$ cat config.mk
export PLATFORM = sky130hd
export DESIGN_NAME = cnn_mac_pipe
export DESIGN_NICKNAME = d
export VERILOG_FILES = /design/src/rtl/cnn_mac_pipe.sv
export SDC_FILE = /design/constraint.sdc
export NUM_CORES = 1
export LEC_CHECK = 0
export ABC_AREA = 1
export BUFFER_PORTS_ARGS = -buffer_cell sky130_fd_sc_hd__buf_2
export CORE_MARGIN = 2
export CORE_UTILIZATION = 60
export DETAILED_ROUTE_END_ITERATION = 6
export PLACE_DENSITY = 0.75
export SETUP_SLACK_MARGIN = 0.4
export SYNTH_ARGS = -nofsm -noshare
export SYNTH_HDL_FRONTEND = slang
export SYNTH_SLANG_ARGS = --single-unit
$ cat constraint.sdc
create_clock -name ap_clk -period 4.2 [get_ports ap_clk]
set_input_delay 0.63 -clock ap_clk [delete_from_list [all_inputs] [get_ports ap_clk]]
set_output_delay 0.63 -clock ap_clk [all_outputs]
set_load 0.01 [all_outputs]
$ cat src/rtl/cnn_mac_pipe.sv
// cnn_mac_pipe: pipelined signed multiply-accumulate for convolution and
// dense dot products. Products flow through a NUM_STAGE register pipe into
// an accumulator; the last beat of a dot product is rounded, saturated and
// held in a registered output stage behind a valid/ready handshake. One
// global enable stalls every stage together when the output is blocked.
module cnn_mac_pipe #(
  parameter int A_WIDTH    = 10,
  parameter int B_WIDTH    = 14,
  parameter int NUM_STAGE  = 3,
  parameter int ACC_WIDTH  = 32,
  parameter int FRAC_SHIFT = 8,
  parameter int OUT_WIDTH  = 16
) (
  input  logic                        ap_clk,
  input  logic                        ap_rst_n,
  input  logic                        in_valid,
  output logic                        in_ready,
  input  logic signed [A_WIDTH-1:0]   in_a,
  input  logic signed [B_WIDTH-1:0]   in_b,
  input  logic                        in_last,
  output logic                        out_valid,
  input  logic                        out_ready,
  output logic signed [OUT_WIDTH-1:0] out_data,
  output logic                        out_sat
);

  localparam int PROD_WIDTH = A_WIDTH + B_WIDTH;
  // One extra bit so the rounding add cannot overflow.
  localparam int RND_WIDTH  = ACC_WIDTH + 1;

  // Half an output LSB; zero when no fractional bits are dropped.
  localparam logic signed [RND_WIDTH-1:0] RND_BIAS =
    (FRAC_SHIFT == 0) ? '0 : (RND_WIDTH'(1) << ((FRAC_SHIFT == 0) ? 0 : FRAC_SHIFT - 1));

  // Clip bounds of the signed output range, expressed at rounding width.
  localparam logic signed [RND_WIDTH-1:0] OUT_MAX =
    {{(RND_WIDTH - OUT_WIDTH + 1){1'b0}}, {(OUT_WIDTH - 1){1'b1}}};
  localparam logic signed [RND_WIDTH-1:0] OUT_MIN =
    {{(RND_WIDTH - OUT_WIDTH + 1){1'b1}}, {(OUT_WIDTH - 1){1'b0}}};

  logic                         ce;
  logic signed [PROD_WIDTH-1:0] a_ext;
  logic signed [PROD_WIDTH-1:0] b_ext;
  logic signed [PROD_WIDTH-1:0] prod_next;

  logic signed [PROD_WIDTH-1:0] tail_prod;
  logic                         tail_valid;
  logic                         tail_last;

  logic signed [ACC_WIDTH-1:0]  acc_reg;
  logic signed [ACC_WIDTH-1:0]  sum_next;
  logic signed [RND_WIDTH-1:0]  sum_ext;
  logic signed [RND_WIDTH-1:0]  rnd_sum_next;
  logic signed [OUT_WIDTH-1:0]  sat_data_next;
  logic                         sat_flag_next;
  logic                         result_fire;

  logic                         out_valid_reg;
  logic signed [OUT_WIDTH-1:0]  out_data_reg;
  logic                         out_sat_reg;

  // The whole datapath advances only when the output register can take a result.
  assign ce       = !out_valid_reg || out_ready;
  assign in_ready = ce;

  // Full-precision product: both operands sign-extended to the product width.
  assign a_ext     = {{B_WIDTH{in_a[A_WIDTH-1]}}, in_a};
  assign b_ext     = {{A_WIDTH{in_b[B_WIDTH-1]}}, in_b};
  assign prod_next = a_ext * b_ext;

  // Product pipe: each stage carries the product with its valid and last bits.
  genvar gi;
  generate
    for (gi = 0; gi < NUM_STAGE; gi++) begin : g_stage
      logic signed [PROD_WIDTH-1:0] prod_reg;
      logic                         valid_reg;
      logic                         last_reg;
      logic signed [PROD_WIDTH-1:0] prod_in;
      logic                         valid_in;
      logic                         last_in;

      if (gi == 0) begin : g_src
        assign prod_in  = prod_next;
        assign valid_in = in_valid;
        assign last_in  = in_last;
      end else begin : g_src
        assign prod_in  = g_stage[gi-1].prod_reg;
        assign valid_in = g_stage[gi-1].valid_reg;
        assign last_in  = g_stage[gi-1].last_reg;
      end

      // Stage register: shifts forward on enable, bubbles travel as valid=0.
      always_ff @(posedge ap_clk or negedge ap_rst_n) begin
        if (!ap_rst_n) begin
          prod_reg  <= '0;
          valid_reg <= 1'b0;
          last_reg  <= 1'b0;
        end else if (ce) begin
          prod_reg  <= prod_in;
          valid_reg <= valid_in;
          last_reg  <= last_in;
        end
      end
    end
  endgenerate

  assign tail_prod  = g_stage[NUM_STAGE-1].prod_reg;
  assign tail_valid = g_stage[NUM_STAGE-1].valid_reg;
  assign tail_last  = g_stage[NUM_STAGE-1].last_reg;

  // Running sum wraps in ACC_WIDTH two's complement.
  assign sum_next    = acc_reg + ACC_WIDTH'(tail_prod);
  assign result_fire = tail_valid && tail_last;

  // Round half toward +inf, then arithmetic shift out the fraction bits.
  assign sum_ext      = {sum_next[ACC_WIDTH-1], sum_next};
  assign rnd_sum_next = (sum_ext + RND_BIAS) >>> FRAC_SHIFT;

  // Clip the rounded sum into the signed output range and flag clipping.
  always_comb begin
    sat_data_next = rnd_sum_next[OUT_WIDTH-1:0];
    sat_flag_next = 1'b0;
    if (rnd_sum_next > OUT_MAX) begin
      sat_data_next = OUT_MAX[OUT_WIDTH-1:0];
      sat_flag_next = 1'b1;
    end else if (rnd_sum_next < OUT_MIN) begin
      sat_data_next = OUT_MIN[OUT_WIDTH-1:0];
      sat_flag_next = 1'b1;
    end
  end

  // Accumulator: absorbs valid products, restarts from zero after a last beat.
  always_ff @(posedge ap_clk or negedge ap_rst_n) begin
    if (!ap_rst_n) begin
      acc_reg <= '0;
    end else if (ce && tail_valid) begin
      acc_reg <= tail_last ? '0 : sum_next;
    end
  end

  // Output register: loads a finished dot product, holds it until consumed.
  always_ff @(posedge ap_clk or negedge ap_rst_n) begin
    if (!ap_rst_n) begin
      out_valid_reg <= 1'b0;
      out_data_reg  <= '0;
      out_sat_reg   <= 1'b0;
    end else if (ce) begin
      out_valid_reg <= result_fire;
      if (result_fire) begin
        out_data_reg <= sat_data_next;
        out_sat_reg  <= sat_flag_next;
      end
    end
  end

  assign out_valid = out_valid_reg;
  assign out_data  = out_data_reg;
  assign out_sat   = out_sat_reg;

endmodule

Word-level counts from Yosys, hierarchy flattened
Cells that the tools add are included.
W data, S select, Z words.
- $add $sub $neg: 2
- $mul: 1
- magnitude comparators: 2
- multiplexer cells: 5
- reductions and logical operators: 5
- operators by type and width (cell ; number):
    $add A32 B9 Y33 const B ; 1
    $add A32 B24 Y32 ; 1
    $mux W16 ; 2
    $mux W32 ; 1
    $gt A25 B16 Y1 const B ; 1
    $lt A25 B16 Y1 const B ; 1
    $mul A10 B14 Y24 ; 1
    $logic_and A1 B1 Y1 ; 2
    $mux W1 ; 2
    $reduce_and A2 Y1 ; 1
    $logic_not A1 Y1 ; 1
    $logic_or A1 B1 Y1 ; 1
- bits in registers: 128
- input port bits: 29
- output and inout bits: 19

Depth between registers and ports, before layout
- depth after elaboration: 5
- mapped depth: 28

Worst setup path after synthesis
OpenSTA, ideal clock, no wires.
- path type: input port to flip-flop
- from: in in_a[9]
- to: reg g_stage[0].prod_reg[23]
- library setup time: 0.123 ns
- data arrival time: 5.456 ns
- data required time: 4.077 ns
- path slack: -1.379 ns
- stages: 22
- buffers on the path: 1
- path through: inv_1 clkbuf_1 or2_2 fa_1 fa_1 inv_1 fa_1 fa_1 inv_1 fa_1 inv_1 ha_1 nand2_1 o21ai_0 a21oi_1 inv_1 a21oi_1 o21ai_0 a21o_1 a21oi_1 o21ai_0 nand2_1
- cells in the longest elaborated chain, start to end: 1
- ends and longest elaborated chain (item ; line ; source):
    from (decl) ; 18 ; input logic signed [A_WIDTH-1:0] in_a,
    $mul A10 B14 Y24 ; 69 ; assign prod_next = a_ext * b_ext;
    to (signal assigned) ; 99 ; prod_reg <= prod_in;
    to (decl) ; 75 ; logic signed [PROD_WIDTH-1:0] prod_reg;
Every way passes these cells.
A chain may end at the register's enable or synchronous reset.

Worst setup path in the final report
- from: in in_a[1]
- to: reg g_stage[0].prod_reg[23]
The elaborated chain is that of the path after synthesis.

==> summary.md <==
| Metric | Value |
|---|---|
| Unique cell type count in the Yosys netlist | 41 |
| Ports placed on the boundary | 48 |
| Seq/Total Area, Yosys | 0.234 |
| Wirelength per Cell | between 15 and 20 um |
| Worst-skew pair later-pin latency | approximately 0.43 ns |
| Number of flops mapped to enable cells by yosys | 0 |
| Endpoints failing setup | 15 |
| CTS tree | yes |
| Cell chosen for the clock root | sky130_fd_sc_hd__clkbuf_16 |
| Simple-gate area share of the yosys netlist | 0.307 |
| Fin util | 0.756 |
| Worst path required time | 4.52 ns |
| Headroom to the max-slew limit | 0.437 |
| Setup ws final | -0.718 ns |
| Flip-flop count of the largest register, all copies and words added | 72 |
| Number of filler instances in the final layout | approximately 1700 |
| Count of mapped cells out of synthesis | between 1500 and 2000 |
| #FFs+latches synth | 128 |
| Depth of the CTS H-tree | 4 |
| Yosys top cell by area | sky130_fd_sc_hd__dfrtp_1 |
| Final hold violations | 0 |
| Routability congestion estimate | 0.967 |
| Post-Route WL | 37.7 mm |
| Pins over their slew limit | 0 |
| Proportion of register bits with asynchronous set or reset after synthesis | 1.00 |
| Type of the setup path with the least slack | in -> reg |
| Count of antenna diodes in the layout | 0 |
| Share of the clock period used by the worst path | 1.17 |
| Fraction of final layout cells sized beyond drive strength 1 | 0.215 |
| Dpl hpwl | 28.0 mm |
| Detailed Route Iter0 Violations | 836 |
| Worst-case clock skew | 0.0179 ns |
| Longest Clk Path Bufs | 2 |
| Violated checks | negative setup slack |
| Path type of the worst min-delay path | in -> async |
| Width of the die | 155 um |
| Commonest non-fill, non-tap cell in the layout | sky130_fd_sc_hd__nand2_1 |
| Top cells by area, synth | sky130_fd_sc_hd__dfrtp_1 23%, sky130_fd_sc_hd__nand2_1 20%, sky130_fd_sc_hd__fa_1 18% |
| Min cycle time layout | 4.92 ns |
| Share of the synthesized netlist area taken by xor and xnor gates | 0.0198 |
| Final Net Count | roughly 2400 |
| Adder-cell area share of the yosys netlist | 0.263 |
| Status | finished with violations |
| Pin count of the biggest net entering global routing | 87 |
| Initial core utilization | 0.608 |
| Share of cell area taken by muxes after synthesis | 0 |
| Type of element capturing the critical path | register |
| Via/cell ratio | around 5.2 |
| Yosys warnings | 0 |
| Post-route antenna net violation count | 0 |
| Residual DRC count | 0 |
| Primary FF master, synth | sky130_fd_sc_hd__dfrtp_1 |
| Full die area | 0.0240 sq mm |
| Number of buffers created by CTS | 17 |
| Highest clock rate | roughly 0.2 GHz |
| Share of the synthesized area in the top cell type | 0.234 |
| Number of core rows | 55 |
| Clock edge transition at the registers on the reported setup and hold paths | 0.06 ns |
| Number of antenna violations at the first check in global routing | 0 |
| Post-Synthesis Cell Area | 0.0137 sq mm |
| Post-synthesis net count | 2189 |
| Signal arrival time at the worst endpoint | 5.24 ns |
| DRT Pass-1 Iters | 5 |
| Core Box Area | 0.0225 sq mm |
| Number of maximum-capacitance violations | 0 |
| Mean area per synthesized cell | 7.03 sq um |
| Slew of the pin with the lowest slew margin | 0.845 ns |
| Number of global-route vias before repair | 12869 |
| Setup repair after global routing missed its margin | true |
| Global router's overall resource usage | 0.315 |
| DR vias | 12607 |
| Worst-path fanout max | 7 |
| Compound-Gate Fraction of Synth Area | 0.0566 |
| Area added between synthesis and finish | 24.3% |
| Clock tree sinks | 128 |
| Count of input and output buffers | 47 |
| Startpoint class of the critical path | input pin |
| First-pass GRT wire length | 60.3 mm |
| Largest family of logic cells by synthesized area | simple AND/OR/NAND/NOR gates |
| Grt total ovfl | 0 |
| Die Height | between 150 and 200 um |
| Leading cell types in the layout, fill and taps excluded | 707 x sky130_fd_sc_hd__nand2_1, 350 x sky130_fd_sc_hd__inv_1, 127 x sky130_fd_sc_hd__dfrtp_1 |
## cell usage after synthesis (5+ instances only)
library cell and number:
sky130_fd_sc_hd__a21oi_1 50, sky130_fd_sc_hd__nand2_2 22, sky130_fd_sc_hd__ha_1 89, sky130_fd_sc_hd__nand3_1 69, sky130_fd_sc_hd__o21ai_0 55, sky130_fd_sc_hd__inv_1 373
sky130_fd_sc_hd__nand2_1 736, sky130_fd_sc_hd__dfrtp_1 128, sky130_fd_sc_hd__or2_2 17, sky130_fd_sc_hd__nand3_2 8, sky130_fd_sc_hd__clkbuf_1 45, sky130_fd_sc_hd__xor2_1 23
sky130_fd_sc_hd__xnor2_1 8, sky130_fd_sc_hd__inv_2 6, sky130_fd_sc_hd__a21oi_2 11, sky130_fd_sc_hd__nand4_1 19, sky130_fd_sc_hd__nor2_4 5, sky130_fd_sc_hd__fa_1 124
sky130_fd_sc_hd__nor2_1 103, sky130_fd_sc_hd__nor2_2 16
## per-layer routing
metal / vias to the layer above / global-route usage / routed length, um
met2: 338 / 0.580 / 19700
li1: 6167 / - / -
met3: 94 / 0.0362 / 1540
met5: - / 0 / 0
met4: 0 / 0.128 / 1400
met1: 6008 / 0.374 / 15000
## path summary, 6_finish.rpt
kind	start	endpoint	slack (ns)	cells past startpoint
worst min register to register	g_stage[1].prod_reg[18]	g_stage[2].prod_reg[18]	0.47	2
worst max-delay path	in_a[1]	g_stage[0].prod_reg[23]	-0.72	23
min in group ap_clk	in_valid	g_stage[0].valid_reg	0.40	3
worst min-delay path	ap_rst_n	acc_reg[2]	0.24	1
max in group asynchronous	ap_rst_n	g_stage[2].prod_reg[23]	3.09	2
worst max register to register	acc_reg[0]	out_sat	0.67	25
## metrics by stage
step | cells | setup TNS, ns | hold slack [ns] | setup WS (ns) | instance area [sq um]
final | 2411 | -6.30 | 0.240 | -0.718 | 17000
after global routing | 2411 | -8.53 | 0.293 | -0.942 | 17000
after CTS | 2396 | -4.78 | 0.266 | -0.538 | 16400
after detailed placement | 2346 | -15.37 | 0.453 | -1.29 | 15300
after global placement | 2346 | -14.02 | 0.450 | -1.22 | 15300
after floorplan | 1947 | -7.48 | 0.334 | -0.856 | 14200
## worst max-delay path, cell delays in order
cell                      delay, ns
sky130_fd_sc_hd__buf_12        0.11
sky130_fd_sc_hd__nand2_4       0.05
sky130_fd_sc_hd__fa_1          0.52
sky130_fd_sc_hd__inv_1         0.05
sky130_fd_sc_hd__fa_1          0.50
sky130_fd_sc_hd__inv_2         0.04
sky130_fd_sc_hd__fa_1          0.46
sky130_fd_sc_hd__fa_1          0.51
sky130_fd_sc_hd__inv_2         0.04
sky130_fd_sc_hd__fa_1          0.51
sky130_fd_sc_hd__ha_4          0.22
sky130_fd_sc_hd__a21o_1        0.17
sky130_fd_sc_hd__nor2_2        0.13
sky130_fd_sc_hd__o21ai_2       0.11
sky130_fd_sc_hd__a21oi_2       0.15
sky130_fd_sc_hd__inv_2         0.08
sky130_fd_sc_hd__a21oi_4       0.20
sky130_fd_sc_hd__o21ai_2       0.09
sky130_fd_sc_hd__a21o_1        0.21
sky130_fd_sc_hd__a21oi_2       0.17
sky130_fd_sc_hd__a21oi_1       0.08
sky130_fd_sc_hd__o21ai_1       0.12
sky130_fd_sc_hd__nand2_1       0.06
## kinds of logic after synthesis
| group | after synthesis |
|---|---|
| simple gates | 1010 |
| fa+ha+maj | 213 |
| xor+xnor | 31 |
| compound gates | 135 |
| flops | 128 |
| buf+inv | 430 |
## timing repair
item,4_1_cts,5_1_grt
gates cloned,2,2
endpoints found under the hold margin,0,0
pin swaps,62,45
gates resized for setup,110,117
setup endpoints to repair,34,34
setup buffers,16,13
hold buffers,0,0
## final cells by class
cell class / count / area (sq um) / area share
sequential: 128 / 3200 / 0.188
tap: 285 / 357 / 0.0210
inverter: 382 / 1440 / 0.0848
clock buffer: 18 / 439 / 0.0258
timing repair buffer: 194 / 1760 / 0.104
multi-input combinational: 1389 / 9640 / 0.567
timing repair inverter: 1 / 8.76 / 0.000515
clock inverter: 14 / 155 / 0.00912
Power is left out: the tool's default activity adds up to more than one toggle a clock period on the data nets, which glitch-free logic cannot reach.
